==> src/rtl/reg_file_sb_pkg.sv <==
// reg_file_sb_pkg: shared constants and helpers for the scoreboarded register file.
//   DefWidth / DefDepth : default data width and register count.
//   calc_addr_w()       : address width for a power-of-two register count.
package reg_file_sb_pkg;

  localparam int unsigned DefWidth = 8;
  localparam int unsigned DefDepth = 8;

  // log2 of a power-of-two depth in 2..64; evaluated at elaboration time.
  function automatic int unsigned calc_addr_w(input int unsigned depth);
    int unsigned w;
    w = 1;
    for (int unsigned i = 1; i < 7; i++) begin
      if ((32'd1 << i) < depth) w = i + 1;
    end
    return w;
  endfunction

endpackage

==> src/rtl/reg_file_scoreboard.sv <==
// reg_file_scoreboard: pending-bit vector plus a registered population count.
//   clock, resetN : clock and asynchronous active-low reset.
//   set_en_i/set_idx_i : mark a register as awaiting a result (issue).
//   clr_en_i/clr_idx_i : clear a register's pending bit (writeback).
//   pending_o : one pending bit per register.
//   count_o   : number of set pending bits, 0..DEPTH.
module reg_file_scoreboard
  import reg_file_sb_pkg::*;
#(
  parameter int unsigned DEPTH    = DefDepth,
  parameter bit          ZERO_REG = 1'b1,
  localparam int unsigned ADDR_W  = calc_addr_w(DEPTH)
) (
  input  logic              clock,
  input  logic              resetN,
  input  logic              set_en_i,
  input  logic [ADDR_W-1:0] set_idx_i,
  input  logic              clr_en_i,
  input  logic [ADDR_W-1:0] clr_idx_i,
  output logic [DEPTH-1:0]  pending_o,
  output logic [ADDR_W:0]   count_o
);

  logic [DEPTH-1:0] pending_q, pending_d;
  logic [ADDR_W:0]  count_q, count_d;
  logic             set_eff, clr_eff, inc, dec;

  always_comb begin
    set_eff   = set_en_i && !(ZERO_REG && (set_idx_i == '0));
    clr_eff   = clr_en_i && !(ZERO_REG && (clr_idx_i == '0));
    pending_d = pending_q;
    // Clear first so a same-edge issue to the same register wins.
    if (clr_eff) pending_d[clr_idx_i] = 1'b0;
    if (set_eff) pending_d[set_idx_i] = 1'b1;

    inc = set_eff && !pending_q[set_idx_i];
    // A clear that is immediately re-set leaves the bit set: no decrement.
    dec = clr_eff && pending_q[clr_idx_i] && !(set_eff && (set_idx_i == clr_idx_i));

    count_d = count_q;
    case ({inc, dec})
      2'b10:   count_d = count_q + (ADDR_W + 1)'(1);
      2'b01:   count_d = count_q - (ADDR_W + 1)'(1);
      default: count_d = count_q;
    endcase
  end

  always_ff @(posedge clock or negedge resetN) begin
    if (!resetN) begin
      pending_q <= '0;
      count_q   <= '0;
    end else begin
      pending_q <= pending_d;
      count_q   <= count_d;
    end
  end

  assign pending_o = pending_q;
  assign count_o   = count_q;

endmodule

==> src/rtl/reg_file_sb.sv <==
// reg_file_sb: register file with a per-register pending scoreboard.
//   clock, resetN      : clock and asynchronous active-low reset.
//   writeEnable/writeRegister/writeData : writeback port; clears the pending bit.
//   issueEnable/issueRegister           : marks a register as awaiting a result.
//   readRegister1/2 -> readData1/2, busy1/2 : two independent combinational read ports.
//   pendingCount       : number of pending registers.
// Build option: define REG_FILE_SB_BYPASS_EN to forward same-cycle writeback data to the
// read ports (busy then reflects only a same-cycle issue to that register).
module reg_file_sb
  import reg_file_sb_pkg::*;
#(
  parameter int unsigned WIDTH    = DefWidth,
  parameter int unsigned DEPTH    = DefDepth,
  parameter bit          ZERO_REG = 1'b1,
  localparam int unsigned ADDR_W  = calc_addr_w(DEPTH)
) (
  input  logic              clock,
  input  logic              resetN,
  input  logic              writeEnable,
  input  logic [ADDR_W-1:0] writeRegister,
  input  logic [WIDTH-1:0]  writeData,
  input  logic              issueEnable,
  input  logic [ADDR_W-1:0] issueRegister,
  input  logic [ADDR_W-1:0] readRegister1,
  input  logic [ADDR_W-1:0] readRegister2,
  output logic [WIDTH-1:0]  readData1,
  output logic [WIDTH-1:0]  readData2,
  output logic              busy1,
  output logic              busy2,
  output logic [ADDR_W:0]   pendingCount
);

  logic [WIDTH-1:0]          mem_q [DEPTH];
  logic [DEPTH-1:0]          pending;
  logic                      mem_we;
  logic [1:0][ADDR_W-1:0]    raddr;
  logic [1:0][WIDTH-1:0]     rdata;
  logic [1:0]                rbusy;

  assign mem_we = writeEnable && !(ZERO_REG && (writeRegister == '0));

  always_ff @(posedge clock or negedge resetN) begin
    if (!resetN) begin
      for (int i = 0; i < DEPTH; i++) mem_q[i] <= '0;
    end else if (mem_we) begin
      mem_q[writeRegister] <= writeData;
    end
  end

  reg_file_scoreboard #(
    .DEPTH    (DEPTH),
    .ZERO_REG (ZERO_REG)
  ) u_scoreboard (
    .clock     (clock),
    .resetN    (resetN),
    .set_en_i  (issueEnable),
    .set_idx_i (issueRegister),
    .clr_en_i  (writeEnable),
    .clr_idx_i (writeRegister),
    .pending_o (pending),
    .count_o   (pendingCount)
  );

  assign raddr[0] = readRegister1;
  assign raddr[1] = readRegister2;

  always_comb begin
    rdata = '0;
    rbusy = '0;
    for (int p = 0; p < 2; p++) begin
      rdata[p] = mem_q[raddr[p]];
      rbusy[p] = pending[raddr[p]];
`ifdef REG_FILE_SB_BYPASS_EN
      if (writeEnable && (writeRegister == raddr[p])) begin
        rdata[p] = writeData;
        rbusy[p] = issueEnable && (issueRegister == raddr[p]);
      end
`endif
      // Reset and the hardwired zero register override everything, including forwarding.
      if (!resetN || (ZERO_REG && (raddr[p] == '0))) begin
        rdata[p] = '0;
        rbusy[p] = 1'b0;
      end
    end
  end

  assign readData1 = rdata[0];
  assign readData2 = rdata[1];
  assign busy1     = rbusy[0];
  assign busy2     = rbusy[1];

endmodule

==> config.mk <==
export PLATFORM = sky130hd
export DESIGN_NAME = reg_file_sb
export DESIGN_NICKNAME = d
export VERILOG_FILES = /design/src/rtl/reg_file_sb_pkg.sv /design/src/rtl/reg_file_scoreboard.sv /design/src/rtl/reg_file_sb.sv
export SDC_FILE = /design/constraint.sdc
export NUM_CORES = 1
export LEC_CHECK = 0
export ABC_AREA = 0
export CORE_MARGIN = 4
export CORE_UTILIZATION = 55
export CTS_BUF_LIST = sky130_fd_sc_hd__clkbuf_8
export CTS_CLUSTER_DIAMETER = 200
export DETAILED_ROUTE_END_ITERATION = 7
export GPL_ROUTABILITY_DRIVEN = 0
export PLACE_DENSITY = 0.81
export SLEW_MARGIN = 10
export SYNTH_ARGS = -nofsm -noshare
export SYNTH_HDL_FRONTEND = slang
export SYNTH_SLANG_ARGS = --single-unit
==> constraint.sdc <==
create_clock -name clock -period 2.5 [get_ports clock]
set_input_delay 0.5 -clock clock [delete_from_list [all_inputs] [get_ports clock]]
set_output_delay 0.5 -clock clock [all_outputs]
set_load 0.02 [all_outputs]
Word-level counts from Yosys, hierarchy flattened:

Cells that the tools add are included.

* add/sub/neg operators: 2
* multiply operators: 0
* bitwise gates (word level): 6
* divide/modulo/power cells: 0
* order comparisons: 10
* equality and inequality tests: 3
* reduce and logical (&&, ||, !) cells: 21
* shift-type cells: 0
* multiplexer cells: 28

Operators by type and width (count)
* 8-bit two-way mux: 9
* 64-bit bitwise mux: 1
* 8-bit binary-select mux with 3-bit select: 2
* 8-bit demux with 3-bit select: 1
* 3-bit by 4-bit less-than comparator with 1-bit output, second input constant: 4
* 1-bit binary-select mux with 3-bit select: 4
* 4-bit greater-or-equal comparator, second input constant: 3
* 3-bit logical NOT: 4
* 3-bit NOT with 4-bit output: 3
* 1-bit logical AND: 9
* 8-bit bitwise AND: 1
* 1-bit two-way mux: 8
* 8-bit NOT: 1
* 8-bit OR: 1
* 4-bit case mux with 2 select lines: 1
* 1-bit demux with 3-bit select: 2
* 3-bit by 1-bit greater-or-equal comparator with 1-bit output, second input constant: 2
* 1-bit logical NOT: 5
* 4-bit by 1-bit adder with 4-bit output, second input constant: 1
* 4-bit by 1-bit less-than comparator with 1-bit output, second input constant: 1
* 4-bit by 1-bit subtractor with 4-bit output, second input constant: 1
* 3-bit == test: 1
* 2-bit by 1-bit == test with 1-bit output, second input constant: 1
* 2-bit == test, second input constant: 1
* 2 further kinds: 3

* word-level logic and storage cells: 80
* memories: 0
* bits in latches: 0
* bits in writable memories: 0
* flip-flop bits (word level): 76
* memory bits (read-only): 0
* input bits: 24

Logic depth before layout (Yosys ltp):

Gate-level depths: netlist of the first run.

* depth in word-level cells: 9
* gate-level depth with buffers: 11
* depth with buffers taken out: 10

Cells and area by module:

From an unflattened synthesis of the first run, not the netlist that was laid out.

* cells, all modules: 349
* area, all modules: 4236.6 µm²

Modules (own cells, without submodules)
* reg_file_sb: instances 1, cells each 260, area each 3437.0 µm², sequential area each 1401.3 µm²
* reg_file_scoreboard: instances 1, cells each 89, area each 799.5 µm², sequential area each 300.3 µm²

Worst setup path after synthesis of the first run:

OpenSTA, ideal clock, no wires.

* path kind: in2reg
* start point: input issueRegister[2]
* end point: register u_scoreboard.count_q[3] (netlist: u_scoreboard.count_o[3])
* setup slack: -0.274 ns
* required time: 2.374 ns
* buffers on the path: 1
* library setup time: 0.126 ns
* arrival: 2.648 ns
* stages: 11
* path through: clkbuf_1 > o31a_1 > nand4_1 > o311ai_0 > a21oi_1 > ha_1 > ha_1 > a21o_1 > a2111oi_2 > a41oi_1 > a311o_1

* word-level cells in the longest chain between the ends: 8

RTL lines
* start: declaration: line reg_file_sb.sv:23 `input logic [ADDR_W-1:0] issueRegister,`
* parallel branches: the longest is 8 deep, another holds 4-bit case mux with 2 select lines
* end signal: assignment: line reg_file_scoreboard.sv:54 `count_q <= count_d;`
* end: declaration: line reg_file_scoreboard.sv:25 `logic [ADDR_W:0] count_q, count_d;`

Several ways; the timed one is not identified. The select of a mux whose other input is x is not followed.
A chain may end at the register's enable or synchronous reset.

Worst setup path after layout of the first run:

Ends and elaborated chain as after synthesis.

==> results of run 1 <==
## cell families (layout without fill, tap and decap cells)
logic type,after synthesis,after routing,synth area share [%]
mux,114,114,38.6
simple gates,47,47,6.00
buf+inv,36,114,4.97
fa+ha+maj,4,4,1.31
flops,76,76,43.4
xor+xnor,5,5,1.00
compound gates,27,27,4.68
## layer usage
layer  global-route usage, %  routed length (um)  vias up  share of wire [%]
met5                       0                   0        -                  0
met4                    5.54                 156        0                1.5
met1                    31.2                4270     1500                 42
met3                    5.89                 618       16                6.0
met2                    38.7                5220      100                 51
li1                        -                   -     1330                  -
## area by class of cell
type,instances,share of cell area [%]
clock buffers,11,2.72
clock inverters,2,1.08
inverters,7,0.472
multi-input cells,197,42.0
flip-flops and latches,76,34.2
well taps,102,2.29
repair buffers,94,17.3
## worst paths after layout
check                                                            to  slack, ps  cells after the start
worst max-delay path            u_scoreboard.count_o[3]$_DFFE_PN0P_         30                     12
worst min register to register                mem_q[63]$_DFFE_PN0P_        400                      0
worst max register to register  u_scoreboard.count_o[3]$_DFFE_PN0P_         50                     10
max in group asynchronous                     mem_q[20]$_DFFE_PN0P_       1810                      2
worst min-delay path                          mem_q[62]$_DFFE_PN0P_        220                      2
min in group clock                            mem_q[63]$_DFFE_PN0P_        400                      0
## sequential cells by signal (all words and copies together) (netlist names)
register	cells
u_scoreboard.pending_o	8
u_scoreboard.count_o	4
mem_q	64
## timing repair
| action | in CTS | in global routing |
|---|---|---|
| pin swaps | 6 | 9 |
| gates resized for setup | 71 | 23 |
| setup buffers | 1 | 2 |
| cloned | 4 | 0 |
| endpoints found under the setup margin | 20 | 11 |
## power by group
| part | internal, mW | switching, mW | total [mW] |
|---|---|---|---|
| clock | 0.600 | 0.423 | 1.02 |
| sequential | 1.49 | 0.220 | 1.71 |
| combinational | 0.744 | 0.527 | 1.27 |
## placed cells by master (no fill, tap or decap), drive strengths merged, types with 4 or more instances in the layout
| cell | n |
|---|---|
| inv | 7 |
| mux4 | 36 |
| o21ai | 6 |
| clkdlybuf4s50 | 15 |
| dlygate4sd2 | 8 |
| mux2 | 56 |
| dfrtp | 76 |
| clkdlybuf4s15 | 14 |
| xnor2 | 4 |
| mux2i | 22 |
| buf | 51 |
| nand3 | 4 |
| nor2 | 19 |
| clkbuf | 15 |
| nand2 | 11 |
## metrics by stage
| stage | setup slack, ps | power, mW | std cells | util [%] | instance area, sq um |
|---|---|---|---|---|---|
| final | 31.3 | 4.00 | 489 | 72.1 | 5570 |
| after global routing | -70.3 | 4.23 | 489 | 72.1 | 5570 |
| after CTS | -17.4 | 3.99 | 487 | 71.9 | 5560 |
| after detailed placement | -755 | 2.93 | 469 | 66.9 | 5170 |
| after global placement | -624 | 2.86 | 469 | 66.9 | 5170 |
| after floorplan | -134 | 2.47 | 309 | - | 4420 |
## critical path, stage by stage
cell and delay [ps]:
sky130_fd_sc_hd__dlygate4sd2_1 240, sky130_fd_sc_hd__buf_4 160, sky130_fd_sc_hd__xnor2_1 120, sky130_fd_sc_hd__nand4_1 100, sky130_fd_sc_hd__o311ai_2 110, sky130_fd_sc_hd__a21oi_2 120
sky130_fd_sc_hd__ha_2 220, sky130_fd_sc_hd__ha_4 200, sky130_fd_sc_hd__a21o_1 190, sky130_fd_sc_hd__a2111oi_4 300, sky130_fd_sc_hd__a41oi_1 80, sky130_fd_sc_hd__a311o_1 360
==> summary.md, run 1 <==
| Metric | Value |
|---|---|
| Outcome | completed |
| Critical path data arrival time | 2700 ps |
| Top FF cell, synth | sky130_fd_sc_hd__dfrtp_1 |
| Data required time at the worst endpoint | 2730 ps |
| CTS tree | yes |
| Fin crit share | between 90% and 100% |
| Insertion delay to the later sink of the worst-skew pair | 350 ps |
| Net Count, Synth | ~340 |
| Flop and latch count out of synthesis | 76 |
| First-iteration detailed-routing DRC count | 112 |
| Filler cells | 501 |
| Area of the multi-input gates | 2340 sq um |
| Global-route usage over all layers | 23.3% |
| Number of setup violations in the final report | 0 |
| Port Buffer Count | 45 |
| Number of placed I/O pins | 46 |
| Starting density of the core | 56.7% |
| Antenna violations before repair | 0 |
| Slew at the pin closest to its max-slew limit | 564 ps |
| Worst clock skew | 4.61 ps |
| Clock edge transition at the registers on the reported setup and hold paths | 70 ps |
| Biggest area contributors in the synthesized netlist | sky130_fd_sc_hd__dfrtp_1 43%, sky130_fd_sc_hd__mux2_2 14%, sky130_fd_sc_hd__mux4_2 14% |
| Total negative setup slack | 0 ps |
| Final worst hold slack | 219 ps |
| Synth area leader | sky130_fd_sc_hd__dfrtp_1 |
| Number of antenna-violating nets in the routed design | 0 |
| Startpoint type of the worst setup path | primary input |
| Average wire per cell in the routed design | 21.0 um |
| Gate count of the mapped netlist | 309 |
| Fraction of registers with async set or reset after synthesis | 100% |
| HPWL after DPL | 6700 um |
| Sum of routed wire length over all layers | 10300 um |
| Area of the mapped netlist | 4380 sq um |
| Number of nets in the finished design | 413 |
| Commonest cells in the netlist | 76 x sky130_fd_sc_hd__dfrtp_1, 56 x sky130_fd_sc_hd__mux2_2, 28 x sky130_fd_sc_hd__mux4_2, 22 x sky130_fd_sc_hd__mux2i_1, 19 x sky130_fd_sc_hd__nor2_1 |
| Horizontal die dimension | 97.2 um |
| Antenna fix cells | 0 |
| Cell variety after synth | 45 |
| Fraction of final layout cells sized beyond drive strength 1 | 47.3% |
| Pin count of the biggest net entering global routing | 46 |
| Final number of hold-violating endpoints | 0 |
| Pwr/cell area | 718 nW/um^2 |
| Max-slew violation count | 0 |
| Maximum fanout encountered on the critical timing path | 8 |
| Setup repair after global routing missed its margin | true |
| Post-synth EDFFs | 0 |
| Tmin final | around 2500 ps |
| Area growth from synthesis to layout | 27.2% |
| Critical path endpoint category | flip-flop |
| Aggregate global routing overflow | 0 |
| Clock sink total | 76 |
| Peak supply drop | between 0.5 and 0.6 mV |
| Highest attainable clock frequency | 405 MHz |
| Mean area per synthesized cell | 14.2 sq um |
| CTS root buf | sky130_fd_sc_hd__clkbuf_8 |
| Slew HR | 62.4% |
| Most instantiated library cell after synthesis | sky130_fd_sc_hd__dfrtp_1 |
| P_leak | around 2.4 nW |
| Vias in the first global route | 3186 |
| Sequential area share after synthesis | 43.4% |
| Number of hold buffers added after cts | 0 |
| Count of standard-cell rows | 32 |
| Number of DRC violations after detailed routing | 0 |
| Class of the most critical setup path | primary input to flip-flop |
| Floorplan die height | 97.2 um |
| Count of H-tree levels built during CTS | 3 |
| Vias post-DR | just under 3000 |
| Worst min-delay path category | primary input to asynchronous set/reset pin |
| Number of search-and-repair iterations in the first detailed-routing pass | 4 |
| CTS Buf Count | 9 |
| Fraction of post-synthesis cell area in the top cell type by area | 43.4% |
| Average vias per placed instance | 6.02 |
| First-pass GRT wire length | 17000 um |
| Clock buffer depth | 2 |
| Total core area | 7730 sq um |
| Max-capacitance violation count | 0 |
| FF+latch area | about 1900 sq um |
| Warning count from the yosys run | 0 |
| Launch point of the worst path | issueRegister[2] |
| R2r startpoint | u_scoreboard.pending_o[2]$_DFF_PN0_ |
| Die outline area | 9460 sq um |
No activity file was read; power rests on OpenSTA's default activity.
==> run 2, diff against run 1 <==
--- a/config.mk
+++ b/config.mk
@@ -16,4 +16,5 @@
 export SLEW_MARGIN = 10
 export SYNTH_ARGS = -nofsm -noshare
 export SYNTH_HDL_FRONTEND = slang
+export SYNTH_HIERARCHICAL = 1
 export SYNTH_SLANG_ARGS = --single-unit
==> run 2 against run 1 <==
  * The run now ends with negative setup slack left
  * Largest power group unchanged
  * Routed wire length is 12% higher
  * Critical endpoint is now u_scoreboard/count_o[3]$_DFFE_PN0P_
  * Fmax is 3.1% lower
  * Total power is 7.3% lower
==> summary.md, run 2 <==
| Metric | Value |
|---|---|
| Outcome | complete, but fails checks |
| Violated checks | negative setup slack |
| Maximum fanout encountered on the critical timing path | 4 (-4) |
| Slew HR | 58.2% (-4.2 points) |
| Slew at the pin closest to its max-slew limit | 627 ps (+62.5 ps) |
| Count of standard-cell rows | 31 (-3.1%) |
| Cell breakdown of the critical path | clkdlybuf4s15_2 -> mux4_2 -> o21ai_2 -> nor3_2 -> ha_2 -> ha_4 -> a21o_1 -> buf_4 -> buf_4 -> a41oi_2 -> a311o_1 |
| Pin count of the biggest net entering global routing | 21 (-54%) |
| Global-route usage over all layers | 26.3% (+3.0 points) |
| Startpoint type of the worst setup path | primary input |
| Non-filler cells in the finished layout | 541 (+11%) |
| R2r startpoint | u_scoreboard/pending_o[5]$_DFF_PN0_ |
| Setup slack of the worst register-to-register path | -40 ps (-90 ps) |
| Area of the mapped netlist | 4210 sq um (-3.9%) |
| Critical path endpoint category | flip-flop |
| Number of antenna-violating nets in the routed design | 0 (unchanged) |
| Post-placement setup slack | -818 ps (-63.0 ps) |
| Average vias per placed instance | 6.14 (+1.9%) |
| Cell total after placement | 523 (+12%) |
| CTS root buf | sky130_fd_sc_hd__clkbuf_8 |
| Vias in the first global route | 3556 (+12%) |
| Number of cells traversed by the worst register-to-register path | 10 (unchanged) |
| Number of hold buffers added after cts | 0 (unchanged) |
| Clock edge transition at the registers on the reported setup and hold paths | 70 ps (about the same) |
| Sum of routed wire length over all layers | 11500 um (+12%) |
| Number of search-and-repair iterations in the first detailed-routing pass | 4 (unchanged) |
| Port Buffer Count | 45 (unchanged) |
| Worst min-delay path category | primary input to asynchronous set/reset pin |
| Highest attainable clock frequency | 393 MHz (-3.1%) |
| Number of DRC violations after detailed routing | 0 (unchanged) |
| Clock sink total | 67 (-12%) |
| Net Count, Synth | 375 (+11%) |
| Antenna fix cells | 0 (unchanged) |
| Final WS setup | -46.6 ps (-78.0 ps) |
| Worst clock skew | 2.90 ps (-1.71 ps) |
| HPWL after DPL | 8060 um (+20%) |
| Floorplan die height | 95.5 um (-1.8%) |
| Worst R2R End | u_scoreboard/count_o[3]$_DFFE_PN0P_ |
| Mean area per synthesized cell | 12.1 sq um (-14%) |
| Number of placed I/O pins | 46 (unchanged) |
| Max-slew violation count | 0 (unchanged) |
| Area growth from synthesis to layout | 29.1% |
| Vias post-DR | 3322 (+13%) |
| Setup repair after global routing missed its margin | true |
| Antenna violations before repair | 0 (unchanged) |
| Slowest Stage Delay on Critical Path | 510 ps (+150 ps) |
| Sum of buffers and inverters on the critical path | 3 (+1) |
| Max-capacitance violation count | 0 (unchanged) |
| CTS Buf Count | 9 (unchanged) |
| Clock buffer depth | 2 (unchanged) |
| Critical path data arrival time | 2770 ps (+70 ps) |
| Post-layout power | 3.71 mW (-7.3%) |
| Final number of hold-violating endpoints | 0 (unchanged) |
| CTS tree | yes |
| Fin crit share | 102% (+3.1 points) |
| Class of the most critical setup path | primary input to flip-flop |
| Pwr/cell area | 683 nW/um^2 (-4.9%) |
| Insertion delay to the later sink of the worst-skew pair | 340 ps (about the same) |
| Count of H-tree levels built during CTS | 3 (unchanged) |
| Number of setup violations in the final report | 1 (+1) |
| Warning count from the yosys run | 6 (+6) |
| Horizontal die dimension | 95.5 um (-1.8%) |
| P_leak | 2.46 nW (+1.5%) |
| Most frequent standard cell in the layout excluding fill and tap cells | sky130_fd_sc_hd__dfrtp_1 |
| Filler cells | 503 (+0.40%) |
| Total core area | 7330 sq um (-5.1%) |
| First-pass GRT wire length | 18100 um (+6.5%) |
| CP max-delay cell | sky130_fd_sc_hd__mux4_2 |
| Data required time at the worst endpoint | 2720 ps (about the same) |
| Flip-flop count of the largest register after layout | 56 (-13%) |
| Gate count of the mapped netlist | 347 (+12%) |
| Placement-stage cell area | 5100 sq um (-1.3%) |
| Average wire per cell in the routed design | 21.3 um (+1.3%) |
| Die outline area | 9110 sq um (-3.6%) |
| Register with the most flip-flops | mem_q |
| Starting density of the core | 57.4% (+0.71 points) |
| Tmin final | 2550 ps (+78.0 ps) |
| First-iteration detailed-routing DRC count | 246 (+120%) |
| Peak supply drop | 0.492 mV (-10%) |
| Most frequent cells in the layout | 67 x sky130_fd_sc_hd__dfrtp_1, 59 x sky130_fd_sc_hd__mux2_2, 59 x sky130_fd_sc_hd__buf_4 |
| Aggregate global routing overflow | 0 (unchanged) |
| Number of nets in the finished design | 467 (+13%) |
| Most frequent cell on the critical path | sky130_fd_sc_hd__buf_4 |
| Fraction of final layout cells sized beyond drive strength 1 | 48.9% (+1.6 points) |
| Total negative setup slack | -46.6 ps (-46.6 ps) |
| Largest delay share family, worst path | compound AO/OA/AOI/OAI gates |
| Final cell area excluding filler cells | 5430 sq um (-2.5%) |
-- run 2: cell type report --
class / instances / area, sq um / area share (%)
multi-input cells: 244 / 2500 / 46.1
flip-flops and latches: 67 / 1680 / 30.9
repair buffers: 110 / 928 / 17.1
clock buffers: 11 / 151 / 2.79
well taps: 99 / 124 / 2.28
inverters: 7 / 30.0 / 0.553
clock inverters: 3 / 16.3 / 0.299
-- run 2: how the worst max path moves through the flow --
stage | slack [ps] | end | depth (start not counted) | startpoint
4_1_cts | -70 | u_scoreboard/count_o[3]$_DFFE_PN0P_ | 9 | u_scoreboard/pending_o[5]$_DFF_PN0_
5_1_grt | -120 | u_scoreboard/count_o[3]$_DFFE_PN0P_ | 10 | u_scoreboard/pending_o[5]$_DFF_PN0_
2_1_floorplan | -190 | u_scoreboard/count_o[3]$_DFFE_PN0P_ | 10 | writeRegister[1]
6_report | -50 | u_scoreboard/count_o[3]$_DFFE_PN0P_ | 11 | writeRegister[1]
3_3_place_gp | -700 | u_scoreboard/count_o[3]$_DFFE_PN0P_ | 10 | writeRegister[1]
3_5_place_dp | -820 | u_scoreboard/count_o[3]$_DFFE_PN0P_ | 12 | writeRegister[1]
-- run 2: where the power goes --
group / internal [mW] / leakage (nW) / switching [mW]
Combinational: 0.719 / 1.57 / 0.608
Sequential: 1.34 / 0.803 / 0.240
Clock: 0.398 / 0.0885 / 0.404
-- run 2: what timing repair did --
action / 4_1_cts / 5_1_grt
hold endpoints to repair: 0 / 0
pin swaps: 10 / 6
gates resized for setup: 121 / 20
cloned: 0 / 1
setup endpoints to repair: 21 / 15
setup buffers: 3 / 0
-- run 2: per-layer routing --
layer	part of all wire [%]	vias up	track usage [%]
li1	-	1522	-
met1	43	1691	32.4
met2	52	98	45.9
met3	3.5	11	4.66
met4	1.3	0	10.1
met5	0	-	0
-- run 2: stage by stage --
stage                     utilization (%)  hold slack [ps]
after floorplan                         -              204
after global placement               69.6              498
after detailed placement             69.6              508
after CTS                            72.6              155
after global routing                 74.1              157
final                                74.1              171
==> run 3, diff against run 2 <==
--- a/config.mk
+++ b/config.mk
@@ -11,7 +11,6 @@
 export CTS_BUF_LIST = sky130_fd_sc_hd__clkbuf_8
 export CTS_CLUSTER_DIAMETER = 200
 export DETAILED_ROUTE_END_ITERATION = 7
-export GPL_ROUTABILITY_DRIVEN = 0
 export PLACE_DENSITY = 0.81
 export SLEW_MARGIN = 10
 export SYNTH_ARGS = -nofsm -noshare
==> results of run 3 <==
The final DEF is identical to that of run 2; final timing and power are the same.
